<file path="config.mk">
export PLATFORM = sky130hd
export DESIGN_NAME = my_ifetch
export DESIGN_NICKNAME = d
export VERILOG_FILES = /design/src/rtl/my_cpu_pkg.sv /design/src/rtl/my_ifetch_fifo.sv /design/src/rtl/my_ifetch.sv
export SDC_FILE = /design/constraint.sdc
export NUM_CORES = 1
export LEC_CHECK = 0
export ABC_AREA = 0
export BUFFER_PORTS_ARGS = -buffer_cell sky130_fd_sc_hd__buf_4
export CELL_PAD_IN_SITES_DETAIL_PLACEMENT = 2
export CELL_PAD_IN_SITES_GLOBAL_PLACEMENT = 2
export CORE_UTILIZATION = 39
export CTS_BUF_LIST = sky130_fd_sc_hd__clkbuf_4
export CTS_CLUSTER_SIZE = 16
export DETAILED_ROUTE_END_ITERATION = 7
export HOLD_SLACK_MARGIN = 0.12
export PLACE_DENSITY = 0.78
export SYNTH_ARGS = -nofsm -noshare
export SYNTH_HDL_FRONTEND = slang
export SYNTH_SLANG_ARGS = --single-unit
</file>
<file path="constraint.sdc">
create_clock -name clk -period 5.3 [get_ports clk]
set_clock_uncertainty 0.15 [all_clocks]
set_input_delay 0.53 -clock clk [delete_from_list [all_inputs] [get_ports clk]]
set_output_delay 0.53 -clock clk [all_outputs]
set_load 0.01 [all_outputs]
</file>
<file path="src/rtl/my_cpu_pkg.sv">
// ---------------------------------------------------------------------------
// my_cpu_pkg
// Shared definitions for the fetch front end:
//   - fetch_state_e : fetch FSM encoding (RUN / DRAIN / HALT)
//   - INST_W        : instruction / address width
//   - RESET_PC_DEFAULT : default fetch address after reset
//   - word_align / pc_misaligned : PC helper functions
// No ports (package).
// ---------------------------------------------------------------------------
package my_cpu_pkg;

  localparam int INST_W = 32;
  localparam logic [INST_W-1:0] RESET_PC_DEFAULT = 32'd0;

  typedef enum logic [1:0] {
    FETCH_RUN   = 2'd0,
    FETCH_DRAIN = 2'd1,
    FETCH_HALT  = 2'd2
  } fetch_state_e;

  // Force a byte address onto a 4-byte word boundary.
  function automatic logic [INST_W-1:0] word_align(input logic [INST_W-1:0] pc);
    return pc & 32'hFFFF_FFFC;
  endfunction

  // True when the low two address bits are non-zero.
  function automatic logic pc_misaligned(input logic [INST_W-1:0] pc);
    return (pc & 32'h0000_0003) != 32'h0000_0000;
  endfunction

endpackage

</file>
<file path="src/rtl/my_ifetch_fifo.sv">
// ---------------------------------------------------------------------------
// my_ifetch_fifo
// Small circular queue with push, pop and synchronous flush. Used both as the
// instruction queue ({pc,data}) and as the outstanding-request PC tag queue.
// Ports:
//   clk, rst_n          clock, async active-low reset
//   push, push_data     write one entry (ignored when full)
//   pop                 advance head (ignored when empty)
//   flush               empty the queue; wins over push/pop
//   head_data           oldest entry, read straight from storage registers
//   count               number of valid entries
// DEPTH need not be a power of two (pointers wrap explicitly).
// ---------------------------------------------------------------------------
module my_ifetch_fifo
  import my_cpu_pkg::*;
#(
  parameter int W     = 2 * INST_W,
  parameter int DEPTH = 4
) (
  input  logic                       clk,
  input  logic                       rst_n,
  input  logic                       push,
  input  logic [W-1:0]               push_data,
  input  logic                       pop,
  input  logic                       flush,
  output logic [W-1:0]               head_data,
  output logic [$clog2(DEPTH+1)-1:0] count
);

  localparam int PW = (DEPTH > 1) ? $clog2(DEPTH) : 1;
  localparam int CW = $clog2(DEPTH + 1);

  logic [W-1:0]  mem_r [DEPTH];
  logic [PW-1:0] wr_ptr_r;
  logic [PW-1:0] rd_ptr_r;
  logic [CW-1:0] count_r;
  logic          do_push_s;
  logic          do_pop_s;

  function automatic logic [PW-1:0] ptr_inc(input logic [PW-1:0] p);
    if (p == PW'(DEPTH - 1)) begin
      return {PW{1'b0}};
    end else begin
      return p + PW'(1);
    end
  endfunction

  // Qualify push/pop against full/empty.
  always_comb begin
    do_push_s = push && (count_r != CW'(DEPTH));
    do_pop_s  = pop && (count_r != {CW{1'b0}});
  end

  // Storage, pointers and occupancy.
  always_ff @(posedge clk or negedge rst_n) begin
    if (!rst_n) begin
      for (int i = 0; i < DEPTH; i++) begin
        mem_r[i] <= {W{1'b0}};
      end
      wr_ptr_r <= {PW{1'b0}};
      rd_ptr_r <= {PW{1'b0}};
      count_r  <= {CW{1'b0}};
    end else if (flush) begin
      wr_ptr_r <= {PW{1'b0}};
      rd_ptr_r <= {PW{1'b0}};
      count_r  <= {CW{1'b0}};
    end else begin
      if (do_push_s) begin
        mem_r[wr_ptr_r] <= push_data;
        wr_ptr_r        <= ptr_inc(wr_ptr_r);
      end
      if (do_pop_s) begin
        rd_ptr_r <= ptr_inc(rd_ptr_r);
      end
      case ({do_push_s, do_pop_s})
        2'b10:   count_r <= count_r + CW'(1);
        2'b01:   count_r <= count_r - CW'(1);
        default: count_r <= count_r;
      endcase
    end
  end

  assign head_data = mem_r[rd_ptr_r];
  assign count     = count_r;

endmodule

</file>
<file path="src/rtl/my_ifetch.sv">
// ---------------------------------------------------------------------------
// my_ifetch
// Instruction fetch stage: issues sequential word fetches, queues returned
// words with their PC and presents them to decode via valid/ready. A redirect
// flushes the queue and marks every in-flight response as stale so it is
// dropped on return.
// Ports:
//   clk, rst_n                         clock, async active-low reset
//   redirect_valid, redirect_pc        load a new fetch PC
//   imem_req_valid/ready/addr          request channel to instruction memory
//   imem_rsp_valid/data                in-order response channel
//   inst_valid/ready, inst_data/pc     queue head to decode
//   fetch_fault                        sticky misaligned-redirect flag
// Build option: define IFETCH_ALIGN_CHK_EN to trap misaligned redirects into
// HALT and raise fetch_fault; otherwise the low PC bits are ignored and
// fetch_fault is tied low.
// ---------------------------------------------------------------------------
module my_ifetch
  import my_cpu_pkg::*;
#(
  parameter int          DEPTH    = 4,
  parameter int          MAX_OUT  = 2,
  parameter logic [31:0] RESET_PC = RESET_PC_DEFAULT
) (
  input  logic        clk,
  input  logic        rst_n,
  input  logic        redirect_valid,
  input  logic [31:0] redirect_pc,
  output logic        imem_req_valid,
  input  logic        imem_req_ready,
  output logic [31:0] imem_req_addr,
  input  logic        imem_rsp_valid,
  input  logic [31:0] imem_rsp_data,
  output logic        inst_valid,
  input  logic        inst_ready,
  output logic [31:0] inst_data,
  output logic [31:0] inst_pc,
  output logic        fetch_fault
);

  localparam int CW = $clog2(DEPTH + 1);
  localparam int OW = $clog2(MAX_OUT + 1);

  fetch_state_e  state_r;
  fetch_state_e  state_n;
  logic [31:0]   fetch_pc_r;
  logic [31:0]   fetch_pc_n;
  logic [OW-1:0] stale_r;
  logic [OW-1:0] stale_n;
  logic [OW-1:0] stale_calc_s;
  logic          req_valid_r;
  logic          req_valid_n;

  logic          req_fire_s;
  logic          rsp_fire_s;
  logic          pop_fire_s;
  logic          q_push_s;
  logic          q_flush_s;
  logic [CW-1:0] q_count_s;
  logic [63:0]   q_head_s;
  logic [OW-1:0] outstanding_s;
  logic [31:0]   tag_pc_s;
  logic [31:0]   q_count_n_s;
  logic [31:0]   out_n_s;

`ifdef IFETCH_ALIGN_CHK_EN
  logic          fault_r;
  logic          fault_n;
`endif

  // Handshake qualifiers. Responses with nothing outstanding are ignored.
  always_comb begin
    req_fire_s   = req_valid_r && imem_req_ready;
    rsp_fire_s   = imem_rsp_valid && (outstanding_s != {OW{1'b0}});
    pop_fire_s   = (q_count_s != {CW{1'b0}}) && inst_ready;
    // Everything still in flight after this cycle becomes stale on a redirect.
    stale_calc_s = outstanding_s + OW'(req_fire_s) - OW'(rsp_fire_s);
  end

  // PC tags of outstanding requests; its occupancy is the outstanding count.
  // Never flushed: stale responses still retire their tag.
  my_ifetch_fifo #(
    .W     (32),
    .DEPTH (MAX_OUT)
  ) u_tag_fifo (
    .clk       (clk),
    .rst_n     (rst_n),
    .push      (req_fire_s),
    .push_data (fetch_pc_r),
    .pop       (rsp_fire_s),
    .flush     (1'b0),
    .head_data (tag_pc_s),
    .count     (outstanding_s)
  );

  // Instruction queue of {pc, data}.
  my_ifetch_fifo #(
    .W     (64),
    .DEPTH (DEPTH)
  ) u_inst_fifo (
    .clk       (clk),
    .rst_n     (rst_n),
    .push      (q_push_s),
    .push_data ({tag_pc_s, imem_rsp_data}),
    .pop       (pop_fire_s),
    .flush     (q_flush_s),
    .head_data (q_head_s),
    .count     (q_count_s)
  );

  // Fetch FSM next state, PC, stale counter and queue control.
  always_comb begin
    state_n    = state_r;
    fetch_pc_n = fetch_pc_r;
    stale_n    = stale_r;
    q_push_s   = 1'b0;
    q_flush_s  = 1'b0;
`ifdef IFETCH_ALIGN_CHK_EN
    fault_n    = fault_r;
`endif
    if (redirect_valid) begin
      q_flush_s  = 1'b1;
      fetch_pc_n = word_align(redirect_pc);
      stale_n    = stale_calc_s;
      if (stale_calc_s == {OW{1'b0}}) begin
        state_n = FETCH_RUN;
      end else begin
        state_n = FETCH_DRAIN;
      end
`ifdef IFETCH_ALIGN_CHK_EN
      if (pc_misaligned(redirect_pc)) begin
        state_n = FETCH_HALT;
        fault_n = 1'b1;
      end else begin
        fault_n = 1'b0;
      end
`endif
    end else begin
      if (req_fire_s) begin
        fetch_pc_n = fetch_pc_r + 32'd4;
      end else begin
        fetch_pc_n = fetch_pc_r;
      end
      if (rsp_fire_s) begin
        if (stale_r == {OW{1'b0}}) begin
          q_push_s = 1'b1;
        end else begin
          stale_n = stale_r - OW'(1);
          // Last stale word gone: resume issuing (HALT stays put).
          if ((stale_r == OW'(1)) && (state_r == FETCH_DRAIN)) begin
            state_n = FETCH_RUN;
          end else begin
            state_n = state_r;
          end
        end
      end else begin
        stale_n = stale_r;
      end
    end
  end

  // Registered request-valid, computed from next-cycle occupancy so that
  // queued + in-flight never exceeds DEPTH (credit rule: a push never finds the queue full).
  always_comb begin
    if (q_flush_s) begin
      q_count_n_s = 32'd0;
    end else begin
      q_count_n_s = 32'(q_count_s) + 32'(q_push_s) - 32'(pop_fire_s);
    end
    out_n_s     = 32'(outstanding_s) + 32'(req_fire_s) - 32'(rsp_fire_s);
    req_valid_n = (state_n == FETCH_RUN) &&
                  ((q_count_n_s + out_n_s) < 32'(DEPTH)) &&
                  (out_n_s < 32'(MAX_OUT));
  end

  // Fetch state registers.
  always_ff @(posedge clk or negedge rst_n) begin
    if (!rst_n) begin
      state_r     <= FETCH_RUN;
      fetch_pc_r  <= RESET_PC;
      stale_r     <= {OW{1'b0}};
      req_valid_r <= 1'b0;
    end else begin
      state_r     <= state_n;
      fetch_pc_r  <= fetch_pc_n;
      stale_r     <= stale_n;
      req_valid_r <= req_valid_n;
    end
  end

`ifdef IFETCH_ALIGN_CHK_EN
  // Sticky fault flag, cleared only by reset or an aligned redirect.
  always_ff @(posedge clk or negedge rst_n) begin
    if (!rst_n) begin
      fault_r <= 1'b0;
    end else begin
      fault_r <= fault_n;
    end
  end
  assign fetch_fault = fault_r;
`else
  assign fetch_fault = 1'b0;
`endif

  assign imem_req_valid = req_valid_r;
  assign imem_req_addr  = fetch_pc_r;
  assign inst_valid     = (q_count_s != {CW{1'b0}});
  assign inst_pc        = q_head_s[63:32];
  assign inst_data      = q_head_s[31:0];

endmodule

</file>
; ---- Word level (Yosys, flattened, before mapping)
; Cells that the tools add are included.
[op_classes]
add_sub_neg = 17
magnitude_cmp = 8
n_eq_ne = 11
muxes = 38
bitwise = 5
n_reduce_logical = 25
[ops]
columns = op, count
row1 = $bwmux W256, 1
row2 = $mux W32, 7
row3 = $mux W64, 3
row4 = $bmux W64 S2, 1
row5 = $demux W64 S2, 1
row6 = $bwmux W64, 1
row7 = $add A32 B3 Y32 const B, 1
row8 = $add A32 B32 Y32, 1
row9 = $demux W32 S1, 1
row10 = $lt A32 B2 Y1 const B, 1
row11 = $lt A32 B3 Y1 const B, 1
row12 = $mux W2, 13
row13 = $logic_and A1 B1 Y1, 12
row14 = $reduce_bool A2 Y1, 6
row15 = $eq A2 B1 Y1 const B, 4
row16 = $eq A2 B2 Y1 const B, 4
row17 = $mux W1, 7
row18 = $add A2 B1 Y2 const B, 3
row19 = $ge A3 B3 Y1 const B, 2
row20 = $logic_not A2 Y1, 3
row21 = $not A2 Y3, 2
row22 = $pmux W3 S2, 1
row23 = $reduce_bool A3 Y1, 2
row24 = $sub A4 B1 Y5, 1
row25 = other kinds (19), 25
[word_totals]
reg_bits = 368
inputBits = 70
out_inout_bits = 99
elab_cells = 120

; ---- Logic depth before layout (Yosys ltp)
[logic_depth]
depth_word = 11
ltp_mapped = 22
mapped_depth_nobuf = 21

; ---- Modules after synthesis
; A second synthesis with hierarchy kept.
[hier_totals]
hier_cells = 1174
area_unflattened_um2 = 17749.5
[modules_own_cells]
columns = module, n_inst, cells_per_inst, area_each_um2, seq_area_each_um2
row1 = my_ifetch_fifo at u_inst_fifo, 1, 680, 11979.0, 6581.3
row2 = my_ifetch_fifo at u_tag_fifo, 1, 194, 2987.9, 1701.6
row3 = my_ifetch, 1, 300, 2782.7, 875.8

; ---- Least setup slack after synthesis
; No wires, ideal clock.
[synth_timing]
kind = register to register
start = register u_inst_fifo.count_r[2], in the netlist u_inst_fifo.count[2]
end = register req_valid_r, in the netlist imem_req_valid
arrival_time_ps = 5037
setup_slack_ps = 47
path_stages_with_launch = 22
n_path_buf = 1
path_cell_list = dfrtp_1 o31ai_1 inv_1 ha_1 inv_1 ha_1 fa_1 nor2b_1 ha_1 and4b_1 o21a_1 o21ai_0 nand2b_1 clkbuf_1 a21oi_1 fa_1 inv_1 fa_1 nor4_1 nand3_1 a2111oi_0 o311a_1
[synth_between]
elab_chain_cells = 8
elab_cells_between_ends = 9
cone_classes = add/sub: 3 / order compare: 1 / mux: 1 / reduce/logical: 4
[synth_rtl]
columns = item, line_no
row1 = "start, declared", my_ifetch_fifo.sv:36  ; logic [CW-1:0] count_r;
row2 = "start signal, assigned", my_ifetch_fifo.sv:62  ; count_r <= {CW{1'b0}};
row3 = "start signal, assigned", my_ifetch_fifo.sv:66  ; count_r <= {CW{1'b0}};
row4 = "start signal, assigned", my_ifetch_fifo.sv:76  ; 2'b10: count_r <= count_r + CW'(1);
row5 = branches (longest 2 deep; another with $add A3 B1 Y4), --
row6 = $sub A4 B1 Y5 *, my_ifetch.sv:168  ; q_count_n_s = 32'(q_count_s) + 32'(q_push_s) - 32'(pop_fire_s);
row7 = $mux W32 *, my_ifetch.sv:165  ; if (q_flush_s) begin
row8 = $add A32 B32 Y32 *, my_ifetch.sv:172  ; ((q_count_n_s + out_n_s) < 32'(DEPTH)) &&
row9 = $lt A32 B3 Y1 *, my_ifetch.sv:172
row10 = $logic_and A1 B1 Y1 *, my_ifetch.sv:171  ; req_valid_n = (state_n == FETCH_RUN) &&
row11 = $logic_and A1 B1 Y1 *, my_ifetch.sv:172
row12 = net req_valid_n, my_ifetch.sv:52  ; logic req_valid_n;
row13 = "end signal, assigned", my_ifetch.sv:187  ; req_valid_r <= req_valid_n;
row14 = "end, declared", my_ifetch.sv:51  ; logic req_valid_r;
; Mark *: on every way through the listed nets, which the timed path passes.
; A chain may end at the register's enable or synchronous reset.

; ---- Worst setup path after layout
[layout_timing]
start = register u_inst_fifo.count_r[1], in the netlist u_inst_fifo.count[1]
end = register req_valid_r, in the netlist imem_req_valid
; The elaborated chain is that of the path after synthesis.

==> metrics.txt <==
# TYPE chip_impl_metric gauge
chip_impl_info{name="critical_path.slowest_cell",value="fa_1"} 1
chip_impl_metric{name="postSynth.asyncResetShare",unit=""} 1.00
chip_impl_metric{name="antenna_found_initial",unit=""} 2
chip_impl_metric{name="clock-sinks",unit=""} 354
chip_impl_metric{name="io_pins",unit=""} 169
chip_impl_metric{name="n_fill_cell",unit=""} 4138
chip_impl_metric{name="timing_hold_violations_final",unit=""} 0
chip_impl_metric{name="rrSetupSlack",unit="ps"} 170
chip_impl_info{name="worstSetupEndpoint",value="imem_req_valid"} 1
chip_impl_metric{name="yosys.cell_types.count",unit=""} 47
chip_impl_metric{name="post_drt_via_cell_ratio",unit=""} 5.23
chip_impl_metric{name="synth-edff-count",unit=""} 0
chip_impl_metric{name="die_w",unit="um"} 210
chip_impl_info{name="timing.critical_path.to_type",value="flop"} 1
chip_impl_metric{name="cp.arrival",unit="ps"} 5770
chip_impl_metric{name="post-route-cell-area",unit="um2"} 20600
chip_impl_metric{name="clock_path_buffers",unit=""} 3
chip_impl_metric{name="critPathBufInv",unit=""} 2
chip_impl_metric{name="timing.critical_path.slowest_cell_delay",unit="ps"} 440
chip_impl_metric{name="final.hold.worst_slack",unit="ps"} 227
chip_impl_info{name="crit_start",value="u_inst_fifo.count[1]"} 1
chip_impl_metric{name="globalRoute.totalOverflow",unit=""} 0
chip_impl_metric{name="max_cap_violations",unit=""} 0
chip_impl_metric{name="area_of_the_die",unit="um2"} 44000
chip_impl_info{name="worstSetupPathType",value="flop to flop"} 1
chip_impl_metric{name="core_area",unit="um2"} 42200
chip_impl_metric{name="synth_cells",unit=""} 1259
chip_impl_metric{name="drt-wirelength-per-cell",unit="um"} 21.9
chip_impl_metric{name="detailed_place.area",unit="um2"} 18500
chip_impl_metric{name="synthToLayoutAreaGrowth",unit="%"} 22.1
chip_impl_info{name="reg2reg_from",value="u_inst_fifo.count[1]"} 1
chip_impl_metric{name="nets",unit=""} 1649
chip_impl_metric{name="max-slew-margin-rel",unit=""} 0.331
chip_impl_metric{name="num_rows",unit=""} 75
chip_impl_metric{name="antenna_left",unit=""} 0
chip_impl_metric{name="place.detailed.hpwl",unit="um"} 28100
chip_impl_metric{name="post-route-period-util",unit=""} 0.968
chip_impl_metric{name="ir_worst_vdd",unit="mV"} 0.257
chip_impl_metric{name="peak_clock_frequency_supported_by_timing",unit="MHz"} 195
chip_impl_metric{name="grt_pass1_wl",unit="um"} 75700
chip_impl_metric{name="die-height",unit="um"} 210
chip_impl_info{name="tritoncts",value="done"} 1
chip_impl_metric{name="gp_congestion",unit=""} 0.742
chip_impl_info{name="r2r-end",value="imem_req_valid"} 1
chip_impl_metric{name="dr_total_vias",unit=""} 11200
chip_impl_metric{name="cellLeakagePower",unit="nW"} 10.0
chip_impl_metric{name="synth-seq-cells",unit=""} 354
chip_impl_metric{name="clk-insertion-delay-late",unit="ps"} 850
chip_impl_metric{name="worst_r2r_path_depth",unit=""} 19
chip_impl_metric{name="synth.yosys.seq_area_share",unit=""} 0.526
chip_impl_info{name="hp-class",value="primary input to flop"} 1
chip_impl_metric{name="h-tree-depth",unit=""} 3
chip_impl_metric{name="cellPowerDensity",unit="nW/um2"} 406
chip_impl_info{name="crit_chain",value="o31ai_4 -> inv_2 -> ha_1 -> inv_1 -> ha_2 -> fa_1 -> nor2b_1 -> ha_1 -> and4b_1 -> o21a_1 -> o21ai_4 -> nand2b_4 -> a21o_1 -> fa_2 -> fa_1 -> and4b_1 -> nand4_1 -> a2111oi_4 -> o311a_1"} 1
chip_impl_metric{name="drt-initial-drc-count",unit=""} 383
chip_impl_metric{name="clk_transition_reported_paths",unit="ps"} 60
chip_impl_info{name="clock_tree.root_cell",value="clkbuf_4"} 1
chip_impl_metric{name="place_ws",unit="ps"} -214
chip_impl_metric{name="whs_path_depth",unit=""} 5
chip_impl_metric{name="initial_utilization",unit=""} 0.399
chip_impl_metric{name="tightestPinTransition",unit="ps"} 1000
chip_impl_metric{name="final_core_util",unit=""} 0.487
chip_impl_metric{name="synth.avg_cell_area",unit="um2"} 13.4
chip_impl_metric{name="report.final.setup_viol",unit=""} 0
chip_impl_info{name="cpLargestDelayFamily",value="adder cells"} 1
chip_impl_metric{name="timing.critical_path.fanout_max",unit=""} 5
chip_impl_metric{name="required_time_reported_for_the_critical_path_endpoint",unit="ps"} 5940
chip_impl_metric{name="synth_area",unit="um2"} 16800
chip_impl_metric{name="port_buffers",unit=""} 161
chip_impl_metric{name="critical_path_depth",unit=""} 19
chip_impl_metric{name="fin_ws",unit="ps"} 170
chip_impl_metric{name="grt.total_usage",unit=""} 0.221
chip_impl_metric{name="tritoncts.num_buffers",unit=""} 100
chip_impl_metric{name="drive_above_1_share",unit=""} 0.387
chip_impl_metric{name="layout_min_cycle_time",unit="ps"} 5130
chip_impl_metric{name="timing_max_transition_violations_final",unit=""} 0
chip_impl_info{name="synth-main-ff-cell",value="dfrtp_1"} 1
chip_impl_metric{name="via_count_of_the_first_global_routing_pass",unit=""} 13400
chip_impl_metric{name="detailedRoute.firstPassIterationCount",unit=""} 5
chip_impl_metric{name="ys_warnings",unit=""} 0
chip_impl_info{name="status",value="finished clean"} 1
chip_impl_metric{name="drcViolationCount",unit=""} 0
chip_impl_info{name="kind_of_launch_point_of_the_worst_setup_path",value="flop"} 1
chip_impl_metric{name="finalPower",unit="mW"} 8.34
chip_impl_metric{name="grt_start_max_net_pins",unit=""} 125
chip_impl_metric{name="postRouteWirelength",unit="um"} 47200
## registers in the layout (all words and copies together), names as in the netlist
register and flops:
u_inst_fifo.mem_r 248, u_tag_fifo.mem_r 60, imem_req_addr 30, u_inst_fifo.count 3, stale_r 2, state_r 2, u_inst_fifo.rd_ptr_r 2, u_inst_fifo.wr_ptr_r 2
u_tag_fifo.count 2, imem_req_valid 1, u_tag_fifo.rd_ptr_r 1, u_tag_fifo.wr_ptr_r 1
## final cells by class
| class | count | area (um2) | area share |
|---|---|---|---|
| repair buffers | 259 | 2150 | 0.104 |
| multi-input cells | 800 | 7520 | 0.366 |
| inverters | 24 | 90.1 | 0.00438 |
| flip-flops and latches | 354 | 8860 | 0.431 |
| clock buffers | 147 | 1100 | 0.0537 |
| diodes | 5 | 12.5 | 0.000608 |
| clock inverters | 22 | 150 | 0.00730 |
| well taps | 539 | 674 | 0.0328 |
## kinds of logic (layout without fill, tap and decap cells)
group / after synthesis / count (layout) / share of synthesized area
compound gates: 170 / 170 / 0.0542
xor+xnor: 40 / 40 / 0.0208
fa+ha+maj: 40 / 40 / 0.0377
buf+inv: 109 / 452 / 0.0339
flops: 354 / 354 / 0.526
mux: 290 / 290 / 0.260
other cells: 1 / 10 / 0.000223
simple gates: 255 / 255 / 0.0676
## where the power goes
part           internal (mW)  switching, mW
clock                   1.35           1.20
sequential              3.01          0.310
combinational           1.30           1.16
## what timing repair did
action,4_1_cts,5_1_grt
hold buffers,68,0
setup buffers,0,6
hold endpoints to repair,287,0
cloned,0,0
pin swaps,0,10
setup endpoints to repair,1,1
gates resized for setup,5,11
## per-stage QoR
stage | cells | TNS [ps]
3_3_place_gp | 1902 | 0
4_1_cts | 2139 | 0
5_1_grt | 2150 | -135
6_report | 2150 | 0
3_5_place_dp | 1902 | -214
2_1_floorplan | 1263 | 0
## worst register-to-register path, cell delays in order, from the launching register on
cell and delay (ps):
dfrtp_1 400, o31ai_4 300, inv_2 70, ha_1 280
inv_1 50, ha_2 190, fa_1 440, nor2b_1 150
ha_1 310, and4b_1 190, o21a_1 240, o21ai_4 190
nand2b_4 100, a21o_1 200, fa_2 340, fa_1 430
and4b_1 260, nand4_1 160, a2111oi_4 430, o311a_1 220
## synthesized netlist by cell type (2+ instances only)
library cell | count | area, um2
dfrtp_1 | 354 | 8860
nand2_1 | 167 | 627
o21ai_0 | 142 | 711
mux2_4 | 120 | 1800
mux2_2 | 74 | 833
mux4_2 | 62 | 1400
clkbuf_1 | 49 | 184
mux2i_1 | 34 | 340
xnor2_1 | 25 | 219
inv_1 | 24 | 90.1
ha_1 | 22 | 275
fa_1 | 18 | 360
buf_6 | 17 | 191
nor2_1 | 15 | 56.3
nor4_1 | 15 | 93.8
xor2_1 | 15 | 131
buf_2 | 12 | 60.1
nand3_1 | 10 | 50.1
nor3_1 | 9 | 45.0
and3_1 | 7 | 43.8
o21ai_1 | 7 | 35.0
a21oi_1 | 6 | 30.0
nand4_1 | 6 | 37.5
a21o_1 | 5 | 37.5
buf_4 | 5 | 37.5
nor2b_1 | 5 | 31.3
nand2_2 | 4 | 25.0
nor3b_1 | 3 | 22.5
or3_1 | 3 | 18.8
and2_1 | 2 | 12.5
and4_1 | 2 | 17.5
and4b_1 | 2 | 20.0
buf_1 | 2 | 7.51
nand2b_1 | 2 | 12.5
o21a_1 | 2 | 15.0
## how the worst min path moves through the flow
stage | start | to
5_1_grt | redirect_valid | u_inst_fifo.wr_ptr_r[0]
6_report | redirect_valid | u_inst_fifo.wr_ptr_r[0]
4_1_cts | redirect_valid | u_inst_fifo.wr_ptr_r[0]
3_3_place_gp | u_inst_fifo.mem_r[189] | u_inst_fifo.mem_r[189]
3_5_place_dp | u_inst_fifo.mem_r[100] | u_inst_fifo.mem_r[100]
2_1_floorplan | rst_n | imem_req_addr[10]
## cell usage in the layout (no fill, tap or decap), drive strengths merged, types with 6 or more instances in the layout
cell,count
a21oi,6
and3,7
buf,191
clkbuf,147
clkinv,18
dfrtp,354
dlygate4sd3,68
fa,18
ha,22
inv,24
mux2,194
mux2i,34
mux4,62
nand2,171
nand3,10
nand4,6
nor2,15
nor3,9
nor4,15
o21ai,150
xnor2,25
xor2,15
## layer usage
metal,GRT usage,part of all wire
met3,0.0506,0.038
met2,0.382,0.51
met1,0.277,0.44
met5,0,0
met4,0.0612,0.016
(Power assumes the default switching activity.)
